--- src/rtl/jtopl_eg_pkg.sv ---
// jtopl_eg_pkg
// Shared definitions for the OPL envelope-generator slot sequencer:
// envelope state encodings, slot count, widths and reset values.
// Imported by jtopl_eg_ring and jtopl_eg_seq.
package jtopl_eg_pkg;

  localparam int SLOT_NUM = 18;
  localparam int SLOT_W   = 5;
  localparam int ST_W     = 3;
  localparam int EG_W     = 10;
  localparam int CNT_W    = 15;

  localparam logic [EG_W-1:0]   EG_MAX    = 10'h3FF;
  localparam logic [SLOT_W-1:0] SLOT_LAST = 5'(SLOT_NUM - 1);

  // One-hot-ish encoding inherited from the original core; RELEASE is the
  // all-zero idle state so a cleared ring reads as "silent".
  typedef enum logic [ST_W-1:0] {
    RELEASE = 3'b000,
    ATTACK  = 3'b001,
    DECAY   = 3'b010,
    HOLD    = 3'b100
  } eg_state_t;

  // Slot successor. Anything at or past the last slot folds back to 0, so
  // an out-of-range value can never persist.
  function automatic logic [SLOT_W-1:0] slot_next(input logic [SLOT_W-1:0] s);
    return (s >= SLOT_LAST) ? '0 : s + 5'd1;
  endfunction

endpackage

--- src/rtl/jtopl_eg_ring.sv ---
// jtopl_eg_ring
// 18-entry per-slot storage ring. The entry selected by i_slot is read
// combinationally and overwritten on each cen edge, giving a zero-latency
// read-modify-write per slot. All other entries hold.
// Ports:
//   clk, rst   clock, async active-high reset (all entries -> RST_VAL)
//   i_cen      clock enable
//   i_slot     entry index, 0..17
//   i_wr       data written to entry i_slot on cen edge
//   o_rd       current contents of entry i_slot
module jtopl_eg_ring
  import jtopl_eg_pkg::*;
#(
  parameter int           W       = 10,
  parameter logic [W-1:0] RST_VAL = '0
) (
  input  logic              clk,
  input  logic              rst,
  input  logic              i_cen,
  input  logic [SLOT_W-1:0] i_slot,
  input  logic [W-1:0]      i_wr,
  output logic [W-1:0]      o_rd
);

  logic [W-1:0] r_mem [SLOT_NUM];

  // One register per entry with its own decoded write enable.
  for (genvar gi = 0; gi < SLOT_NUM; gi++) begin : g_ent
    logic w_we;
    assign w_we = i_cen && (i_slot == SLOT_W'(gi));

    always_ff @(posedge clk or posedge rst) begin
      if (rst)       r_mem[gi] <= RST_VAL;
      else if (w_we) r_mem[gi] <= i_wr;
    end
  end

  // Guard keeps the read in range even though i_slot never exceeds 17.
  assign o_rd = (i_slot <= SLOT_LAST) ? r_mem[i_slot] : RST_VAL;

endmodule

--- src/rtl/jtopl_eg_seq.sv ---
// jtopl_eg_seq
// Envelope-generator slot sequencer: walks the 18 operator slots, keeps
// the global envelope counter, detects key-on/key-off edges per slot and
// stores the per-slot envelope state and attenuation.
// Ports:
//   clk, rst, cen            clock, async active-high reset, clock enable
//   keyon_in                 key-on bit of the current slot
//   state_wr, eg_wr          next state / attenuation for the current slot
//   slot, zero               current slot (0..17), high at slot 0
//   keyon_now, keyoff_now    key edge flags for the current slot
//   state_rd, eg_rd          stored state / attenuation of the current slot
//   eg_cnt                   global envelope counter (+1 per full slot round)
//   cnt_load, cnt_val        counter preload, only with JTOPL_EG_CNT_LOAD_EN
// Build option: define JTOPL_EG_CNT_LOAD_EN to add the counter preload.
module jtopl_eg_seq
  import jtopl_eg_pkg::*;
(
  input  logic             clk,
  input  logic             rst,
  input  logic             cen,
`ifdef JTOPL_EG_CNT_LOAD_EN
  input  logic             cnt_load,
  input  logic [CNT_W-1:0] cnt_val,
`endif
  input  logic             keyon_in,
  input  logic [ST_W-1:0]  state_wr,
  input  logic [EG_W-1:0]  eg_wr,
  output logic [SLOT_W-1:0] slot,
  output logic             zero,
  output logic             keyon_now,
  output logic             keyoff_now,
  output logic [ST_W-1:0]  state_rd,
  output logic [EG_W-1:0]  eg_rd,
  output logic [CNT_W-1:0] eg_cnt
);

  logic [SLOT_W-1:0]   r_slot;
  logic [CNT_W-1:0]    r_eg_cnt;
  logic [SLOT_NUM-1:0] r_kon_prev;

  logic                w_kon_prev;
  logic [CNT_W-1:0]    w_cnt_nxt;

  // ---------------- slot counter ----------------
  always_ff @(posedge clk or posedge rst) begin
    if (rst)      r_slot <= '0;
    else if (cen) r_slot <= slot_next(r_slot);
  end

  // ---------------- envelope counter ----------------
  // Increments on the edge that closes a full slot round (17 -> 0).
  always_comb begin
    w_cnt_nxt = r_eg_cnt;
    if (r_slot == SLOT_LAST) w_cnt_nxt = r_eg_cnt + 15'd1;
`ifdef JTOPL_EG_CNT_LOAD_EN
    if (cnt_load) w_cnt_nxt = cnt_val;
`endif
  end

  always_ff @(posedge clk or posedge rst) begin
    if (rst)      r_eg_cnt <= '0;
    else if (cen) r_eg_cnt <= w_cnt_nxt;
  end

  // ---------------- key edge detect ----------------
  // kon_prev[n] holds keyon_in as last sampled while slot n was current.
  for (genvar gi = 0; gi < SLOT_NUM; gi++) begin : g_kon
    always_ff @(posedge clk or posedge rst) begin
      if (rst)                                    r_kon_prev[gi] <= 1'b0;
      else if (cen && r_slot == SLOT_W'(gi))      r_kon_prev[gi] <= keyon_in;
    end
  end

  assign w_kon_prev = (r_slot <= SLOT_LAST) ? r_kon_prev[r_slot] : 1'b0;
  assign keyon_now  =  keyon_in & ~w_kon_prev;
  assign keyoff_now = ~keyon_in &  w_kon_prev;

  // ---------------- per-slot storage ----------------
  jtopl_eg_ring #(
    .W       (ST_W),
    .RST_VAL (RELEASE)
  ) u_state_ring (
    .clk    (clk),
    .rst    (rst),
    .i_cen  (cen),
    .i_slot (r_slot),
    .i_wr   (state_wr),
    .o_rd   (state_rd)
  );

  jtopl_eg_ring #(
    .W       (EG_W),
    .RST_VAL (EG_MAX)
  ) u_eg_ring (
    .clk    (clk),
    .rst    (rst),
    .i_cen  (cen),
    .i_slot (r_slot),
    .i_wr   (eg_wr),
    .o_rd   (eg_rd)
  );

  assign slot   = r_slot;
  assign zero   = (r_slot == '0);
  assign eg_cnt = r_eg_cnt;

endmodule

--- config.mk ---
export PLATFORM = sky130hd
export DESIGN_NAME = jtopl_eg_seq
export DESIGN_NICKNAME = d
export VERILOG_FILES = /design/src/rtl/jtopl_eg_pkg.sv /design/src/rtl/jtopl_eg_ring.sv /design/src/rtl/jtopl_eg_seq.sv
export SDC_FILE = /design/constraint.sdc
export NUM_CORES = 1
export LEC_CHECK = 0
export CORE_MARGIN = 5
export CORE_UTILIZATION = 55
export CTS_CLUSTER_SIZE = 10
export DETAILED_ROUTE_END_ITERATION = 7
export PLACE_DENSITY_LB_ADDON = 0.08
export SLEW_MARGIN = 30
export SYNTH_ARGS = -nofsm -noshare
export SYNTH_HDL_FRONTEND = slang
export SYNTH_SLANG_ARGS = --single-unit
--- constraint.sdc ---
create_clock -name clk -period 18.2 [get_ports clk]
set_input_delay 3.64 -clock clk [delete_from_list [all_inputs] [get_ports clk]]
set_output_delay 3.64 -clock clk [all_outputs]
set_load 0.01 [all_outputs]
### Yosys cells after proc, flatten, opt, wreduce, memory -nomap -nowiden

Index checks and enable logic that the tools add are counted.

* register bits: 272
* output and inout bits: 36
* logic and storage cells: 116

* $add $sub $neg: 2
* order comparisons: 4
* eq/ne operators: 17
* mux-type cells: 12
* bitwise logic cells: 5
* reductions and logical operators: 20

Operators by type and width (number)
* 10-bit binary-select mux with 5-bit select: 1
* 5-bit by 4-bit == test with 1-bit output (second input constant): 8
* 10-bit 2-to-1 mux: 3
* 5-bit by 3-bit == test with 1-bit output (second input constant): 4
* 1-bit logical AND: 18
* 15-bit by 1-bit adder with 15-bit output (second input constant): 1
* 3-bit binary-select mux with 5-bit select: 1
* 5-bit by 2-bit == test with 1-bit output (second input constant): 2
* 5-bit == test (second input constant): 2
* 3-bit 2-to-1 mux: 3
* 6-bit >= comparator (second input constant): 1
* 5-bit by 6-bit < comparator with 1-bit output (second input constant): 1
* 5-bit NOT with 6-bit output: 1
* 5-bit by 1-bit adder with 5-bit output (second input constant): 1
* 1-bit binary-select mux with 5-bit select: 1
* 5-bit by 1-bit == test with 1-bit output (second input constant): 1
* 5-bit >= comparator (second input constant): 1
* 5-bit <= comparator (second input constant): 1
* 5-bit logical NOT: 1
* 5-bit 2-to-1 mux: 1
* 1-bit bitwise AND: 2
* 1-bit 2-to-1 mux: 2
* 1-bit NOT: 2
* 2-bit AND reduction: 1

### Longest topological paths before layout

Gate-level depths: netlist (run 1).

* word-level depth: 5
* mapped depth: 10
* gate-level depth less buffers: 6

### Hierarchy

A second synthesis (run 1) with hierarchy kept.

* cell total of the unflattened synthesis: 915
* area total of the unflattened synthesis: 13285.2 sq um

By module, submodules not included
* jtopl_eg_ring at u_eg_ring: times used 1, cells each 539, area an instance 8563.2 sq um
* jtopl_eg_ring at u_state_ring: times used 1, cells each 195, area an instance 2666.3 sq um
* jtopl_eg_seq: times used 1, cells each 181, area an instance 2055.7 sq um

### Worst setup path before layout (run 1)

No wires, ideal clock.

* kind: input to output
* start point: in keyon_in
* end point: out keyon_now
* arrival: 4.077 ns
* data required time: 14.560 ns
* setup slack: 10.483 ns
* stages: 2
* path through: clkbuf_1 > and3_1

* cells in the longest elaborated chain, start to end: 1

Ends and longest elaborated chain
* start, declared: line jtopl_eg_seq.sv:25 `input logic keyon_in,`
* 1-bit bitwise AND: line jtopl_eg_seq.sv:75 `assign keyon_now = keyon_in & ~w_kon_prev;`
* end, declared: line jtopl_eg_seq.sv:30 `output logic keyon_now,`

Every way passes these cells.

### Worst setup path after layout (run 1)

Ends and elaborated chain as after synthesis.

==> metrics.yaml, run 1 <==
setup_path:
  cp.arrival_ns: 5.33
  worst-r2r-setup-slack_ns: 14.31
  reg2regPathDepth: 6
  cpMaxStageDelayCell: "clkdlybuf4s50_1"
  critPathLaunchType: "input pin"
  worst_setup_path_end_kind: "output port"
  path_cells: "clkdlybuf4s50_1, and3_1, clkdlybuf4s50_1"
  criticalPathCategory: "in -> out"
  reg2reg_from: "slot[0]"
  crit_cells: 3
  cp.required_ns: 14.56
  slowest_delay_ns: 0.90
  crit-reg2reg-capture: "u_state_ring.r_mem[1]"
  path_max_fanout: 20
  cp-startpoint: "keyon_in"
  cpMostUsedCell: "clkdlybuf4s50_1"
  cp.buffers_inverters: 2
  crit_family: "buffers and inverters"
  cp-endpoint: "keyon_now"
drt:
  viasPerCell: 6.115
  dr.pass1.iters: 6
  wire_per_inst_um: 24.64
  drc: 0
  vias: 7638
  routed_wl_um: 30780
  first_iter_violations: 556
  ant_nets: 0
final_layout:
  regArea_um2: 7037
  syn_to_final_growth_pct: 12.89
  multi_input_area_um2: 5465
  antenna_cells: 0
  final_common_cell: "mux2_2"
  final_cell_mix: "267 x mux2_2, 180 x dfstp_2, 90 x dfrtp_1, 52 x clkdlybuf4s50_1, 39 x mux2i_1"
  drive_gt1_share_pct: 59.78
  nNetsFinal: 936
  fillerInstances: 1760
yosys:
  yosys_warnings: 0
  yosysTopAreaCell: "dfstp_2"
  synth_top_area_share_pct: 36.83
  yosys_most_used_dff: "dfstp_2"
  syn_inst: 864
  synth_edf_count: 0
  async_reset_ff_share_pct: 100.0
  syn_area_um2: 12840
  yosysUniqueCellTypes: 46
  synth.yosys.seq_area_share_pct: 54.75
  syn_area_per_cell_um2: 14.86
  synth_nets: 887
  synthTopCellsByArea: "dfstp_2 37%, mux2_2 23%, dfrtp_1 18%"
  synth-seq-cells: 272
worst_hold_path:
  hp-class: "reg -> reg"
  min_from: "eg_cnt[14]"
sta:
  period_share_pct: 49.29
  fin_crit_ns: 8.971
  maxSlewViolCount: 0
  fin_skew_ns: 0.007186
  slew_headroom_pct: 38.47
  fmax_ghz: 0.1115
  rsz0062_at_grt: "false"
  tightestPinTransition_ns: 0.9229
  hold_viol_final: 0
  worst_slack_ns: 9.229
  setup_tns_ns: 0
  setup_viol: 0
power_and_ir_drop:
  p_per_area_nw_per_um2: 180.9
  leakagePower_nw: 5.869
  peakVddDrop_mv: 0.09780
clocking:
  cts_buffer_depth: 3
  cts.clk_slew.worst_paths_ns: 0.06
  hold_buffers: 0
  cts.sinks: 272
  post_cts_resized: 0
  cts_tree: "built"
  postCtsSetupBuffers: 0
  numCtsBuffers: 31
  cts_root_buf: "clkbuf_16"
  htreeDepth: 1
  clock_latency_ns: 0.55
global_route:
  antenna_found_initial: 0
  grt-ovfl-total: 0
  grt_usage_pct: 23.51
  grt_max_degree: 113
  grt_pass1_vias: 8143
  grt_pass1_wl_um: 48100
floorplan:
  num_rows: 56
  pin_count: 53
  initial_utilization_pct: 55.21
  coreArea_um2: 23260
  fp.dieH_um: 162.8
  die_area_um2: 26510
  chipWidth_um: 162.8
placed_design:
  gp_congestion: 0.8268
  dp_hpwl_um: 19050
  post-place-ws_ns: 9.235
  port_buffers: 52
status:
  status: "finished, final reports clean"
job:
  maxCapViolations: 0
flip-flops by register name, summed over array words and instances (netlist names):
register            cells
u_state_ring.r_mem     54
slot                    5
r_kon_prev             18
u_eg_ring.r_mem       180
eg_cnt                 15
Yosys cell counts (11+ instances only):
cell type / number
xnor2_1: 11
nand4_1: 12
dfrtp_1: 92
nor2_1: 14
mux2i_1: 39
buf_2: 14
a21oi_1: 16
nand3_1: 12
nand2_1: 19
dfstp_2: 180
buf_4: 17
clkbuf_1: 22
mux4_2: 35
mux2_2: 267
o22ai_1: 13
per-layer routing:
metal | up-vias | routed length, um | GRT usage, %
li1 | 3299 | - | -
met1 | 4037 | 13390 | 33.77
met2 | 249 | 14860 | 38.28
met3 | 53 | 1736 | 3.392
met4 | 0 | 794 | 5.642
met5 | - | 0 | 0
worst register-to-register path, stage by stage, from the launching register on:
cell	delay [ns]
dfrtp_4	1.03
buf_4	0.82
ha_1	0.37
nand4b_1	0.25
nor2_2	0.60
buf_4	0.35
mux2_2	0.36
final cells by class:
class | instances | share of cell area (%)
clock buffers | 49 | 5.886
clock inverters | 1 | 0.06041
inverters | 5 | 0.1812
multi-input cells | 527 | 37.70
flip-flops and latches | 272 | 48.54
well taps | 319 | 2.753
repair buffers | 76 | 4.885
report_power, final:
| group | leakage, nW | switching (mW) | total (mW) | internal, mW |
|---|---|---|---|---|
| clock | 0.414 | 0.228 | 0.543 | 0.315 |
| sequential | 3.07 | 0.157 | 1.14 | 0.984 |
| combinational | 2.39 | 0.408 | 0.938 | 0.530 |
| total | 5.87 | 0.793 | 2.62 | 1.83 |
how the worst min path moves through the flow:
stage	endpoint	slack, ns	depth (start not counted)
final	eg_cnt[14]	0.48	1
after global routing	eg_cnt[14]	0.51	1
after CTS	eg_cnt[14]	0.48	1
after detailed placement	eg_cnt[14]	0.47	1
after global placement	eg_cnt[14]	0.46	1
after floorplan	u_state_ring.r_mem[10]	0.47	1
cell families after synthesis:
| logic type | after synthesis | synth area share, % |
|---|---|---|
| mux | 344 | 33.20 |
| flops | 272 | 54.75 |
| compound gates | 67 | 3.615 |
| buf+inv | 65 | 2.884 |
| xor+xnor | 14 | 0.9548 |
| fa+ha+maj | 6 | 0.5846 |
| simple gates | 96 | 4.004 |
per-stage QoR:
| step | total power, mW | utilization [%] | cells | cell area [um^2] | hold WS [ns] |
|---|---|---|---|---|---|
| CTS | 2.643 | 62.29 | 1249 | 14490 | 0.4818 |
| global route | 2.762 | 62.32 | 1249 | 14500 | 0.5143 |
| detailed placement | 2.092 | 58.58 | 1199 | 13630 | 0.4699 |
| finish | 2.622 | 62.32 | 1249 | 14500 | 0.4753 |
| global placement | 2.035 | 58.51 | 1199 | 13610 | 0.4625 |
| floorplan | 1.778 | - | 864 | 12840 | 0.4739 |
Power figures use the tool's default switching activity.
==> run 2: changes to the inputs <==
==> constraint.sdc (replaced) <==
create_clock -name clk -period 7.7 [get_ports clk]
set_input_delay 1.54 -clock clk [delete_from_list [all_inputs] [get_ports clk]]
set_output_delay 1.54 -clock clk [all_outputs]
set_load 0.01 [all_outputs]
==> metrics.yaml, run 2 (synthesis results as in run 1) <==
power_and_ir_drop:
  leakagePower_nw: 5.932  # +1.1%
  p_seq_share_pct: 42.9  # -0.6 points
  p_clk_share_pct: 22.4  # +1.7 points
  p_per_area_nw_per_um2: 434.4  # +140%
  p_comb_share_pct: 34.7  # -1.1 points
  p_switching_mw: 1.919  # +140%
  p_sw_share_pct: 30.17  # -0.054 points
  total_power_mw: 6.361  # +140%
  peakVddDrop_mv: 0.2388  # +140%
  power.internal_mw: 4.442  # +140%
floorplan:
  fp.dieH_um: 162.8  # unchanged
  pin_count: 53  # unchanged
  coreArea_um2: 23260  # unchanged
  chipWidth_um: 162.8  # unchanged
  die_area_um2: 26510  # unchanged
  initial_utilization_pct: 55.21  # unchanged
  num_rows: 56  # unchanged
clocking:
  cts_buffer_depth: 3  # unchanged
  hold_buffers: 0  # unchanged
  postCtsSetupBuffers: 0  # unchanged
  cts.sinks: 272  # unchanged
  numCtsBuffers: 34  # +9.7%
  cts.clk_slew.worst_paths_ns: 0.06  # about the same
  clock_latency_ns: 0.50  # -0.05 ns
  htreeDepth: 2  # +1
  cts_tree: "built"
  post_cts_resized: 0  # unchanged
  cts_root_buf: "clkbuf_16"
setup_path:
  path_max_fanout: 53  # +170%
  worst-r2r-setup-slack_ns: 3.97  # -10.34 ns
  cpMaxStageDelayCell: "dfrtp_4"
  criticalPathCategory: "reg -> out"
  path_cells: "buf_4, mux4_2, a221oi_1, o211ai_1, clkdlybuf4s50_1"
  worst_setup_path_end_kind: "output port"
  crit_family: "buffers and inverters"
  critPathLaunchType: "flip-flop"
  cp.buffers_inverters: 2  # unchanged
  slowest_delay_ns: 1.06  # +0.16 ns
  cp.arrival_ns: 3.91  # -1.42 ns
  cp.required_ns: 6.16  # -8.40 ns
global_route:
  grt_max_degree: 82  # -27%
  grt_usage_pct: 24.02  # +0.51 points
  grt-ovfl-total: 0  # unchanged
  grt_pass1_vias: 8198  # +0.68%
  grt_pass1_wl_um: 48820  # +1.5%
  antenna_found_initial: 0  # unchanged
final_layout:
  antenna_cells: 0  # unchanged
  nNetsFinal: 939  # +0.32%
  final_cell_mix: "267 x mux2_2, 180 x dfstp_2, 90 x dfrtp_1, 52 x clkdlybuf4s50_1, 39 x mux2i_1"
  regMostFlops: "u_eg_ring.r_mem"
  largest_reg_flops: 180  # unchanged
  finalNonFillerCells: 1253  # +0.32%
  final_common_cell: "mux2_2"
  fin_util_pct: 62.95  # +0.62 points
  reg_top3: "u_eg_ring.r_mem (180), u_state_ring.r_mem (54), r_kon_prev (18)"
  syn_to_final_growth_pct: 14.02
  drive_gt1_share_pct: 60.39  # +0.60 points
  fin_area_um2: 14640  # +1.0%
drt:
  drc: 0  # unchanged
  first_iter_violations: 493  # -11%
  wire_per_inst_um: 24.87  # +0.93%
  ant_nets: 0  # unchanged
  vias: 7673  # +0.46%
  routed_wl_um: 31160  # +1.3%
  viasPerCell: 6.124  # +0.14%
  dr.pass1.iters: 5  # -1
placed_design:
  gp_congestion: 0.7906  # -4.4%
  postPlaceCellArea_um2: 13650  # +0.13%
  post-place-ws_ns: 2.712  # -6.523 ns
  dp_hpwl_um: 19330  # +1.5%
  dp.cells: 1199  # unchanged
  port_buffers: 52  # unchanged
sta:
  period_share_pct: 70.77
  rsz0062_at_grt: "false"
  hold_slack_ns: 0.4823  # +0.006987 ns
  worst_slack_ns: 2.251  # -6.978 ns
  tightestPinTransition_ns: 0.9617  # +0.03880 ns
  hold_viol_final: 0  # unchanged
  fin_skew_ns: 0.01388  # +0.006691 ns
  setup_viol: 0  # unchanged
  maxSlewViolCount: 0  # unchanged
  fmax_ghz: 0.1835
  slew_headroom_pct: 35.89  # -2.6 points
  fin_crit_ns: 5.449
  setup_tns_ns: 0  # unchanged
worst_hold_path:
  hp-class: "reg -> reg"
status:
  status: "finished, final reports clean"
job:
  maxCapViolations: 0  # unchanged
-- run 2: worst register-to-register path: stages (launching register included) --
cell and delay [ns]:
dfrtp_4 1.06, buf_4 0.78, inv_1 0.25, ha_1 0.32
nand4_1 0.50, buf_4 0.34, mux2_2 0.37
-- run 2: cell type report --
cell class / count / area [um^2]
clock buffers: 52 / 969.7
flip-flops and latches: 272 / 7037
inverters: 5 / 22.52
fillers: 1720 / 8620
well taps: 319 / 399.1
repair buffers: 76 / 719.4
clock inverters: 2 / 17.52
multi-input cells: 527 / 5478
-- run 2: power groups by stage --
stage | registers [mW] | logic, mW | clock network, mW
5_1_grt | 2.80 | 2.38 | 1.53
4_1_cts | 2.72 | 2.22 | 1.46
3_3_place_gp | 2.68 | 2.14 | 0
3_5_place_dp | 2.74 | 2.21 | 0
2_1_floorplan | 2.55 | 1.66 | 0
6_report | 2.73 | 2.21 | 1.43
-- run 2: routing by layer --
layer / GRT usage, % / part of all wire (%)
met1: 33.86 / 45
met4: 7.434 / 3.0
met5: 0 / 0
met3: 4.252 / 4.7
met2: 38.42 / 47
-- run 2: final timing paths --
| kind | to | cells past startpoint | start |
|---|---|---|---|
| worst max-delay path | eg_rd[9] | 5 | slot[0] |
| worst min-delay path | eg_cnt[14] | 1 | eg_cnt[14] |
| worst max register to register | r_kon_prev[12] | 6 | slot[0] |
| worst min register to register | eg_cnt[14] | 1 | eg_cnt[14] |
| max in group asynchronous | u_eg_ring.r_mem[113] | 4 | rst |
| min in group asynchronous | u_eg_ring.r_mem[39] | 2 | rst |
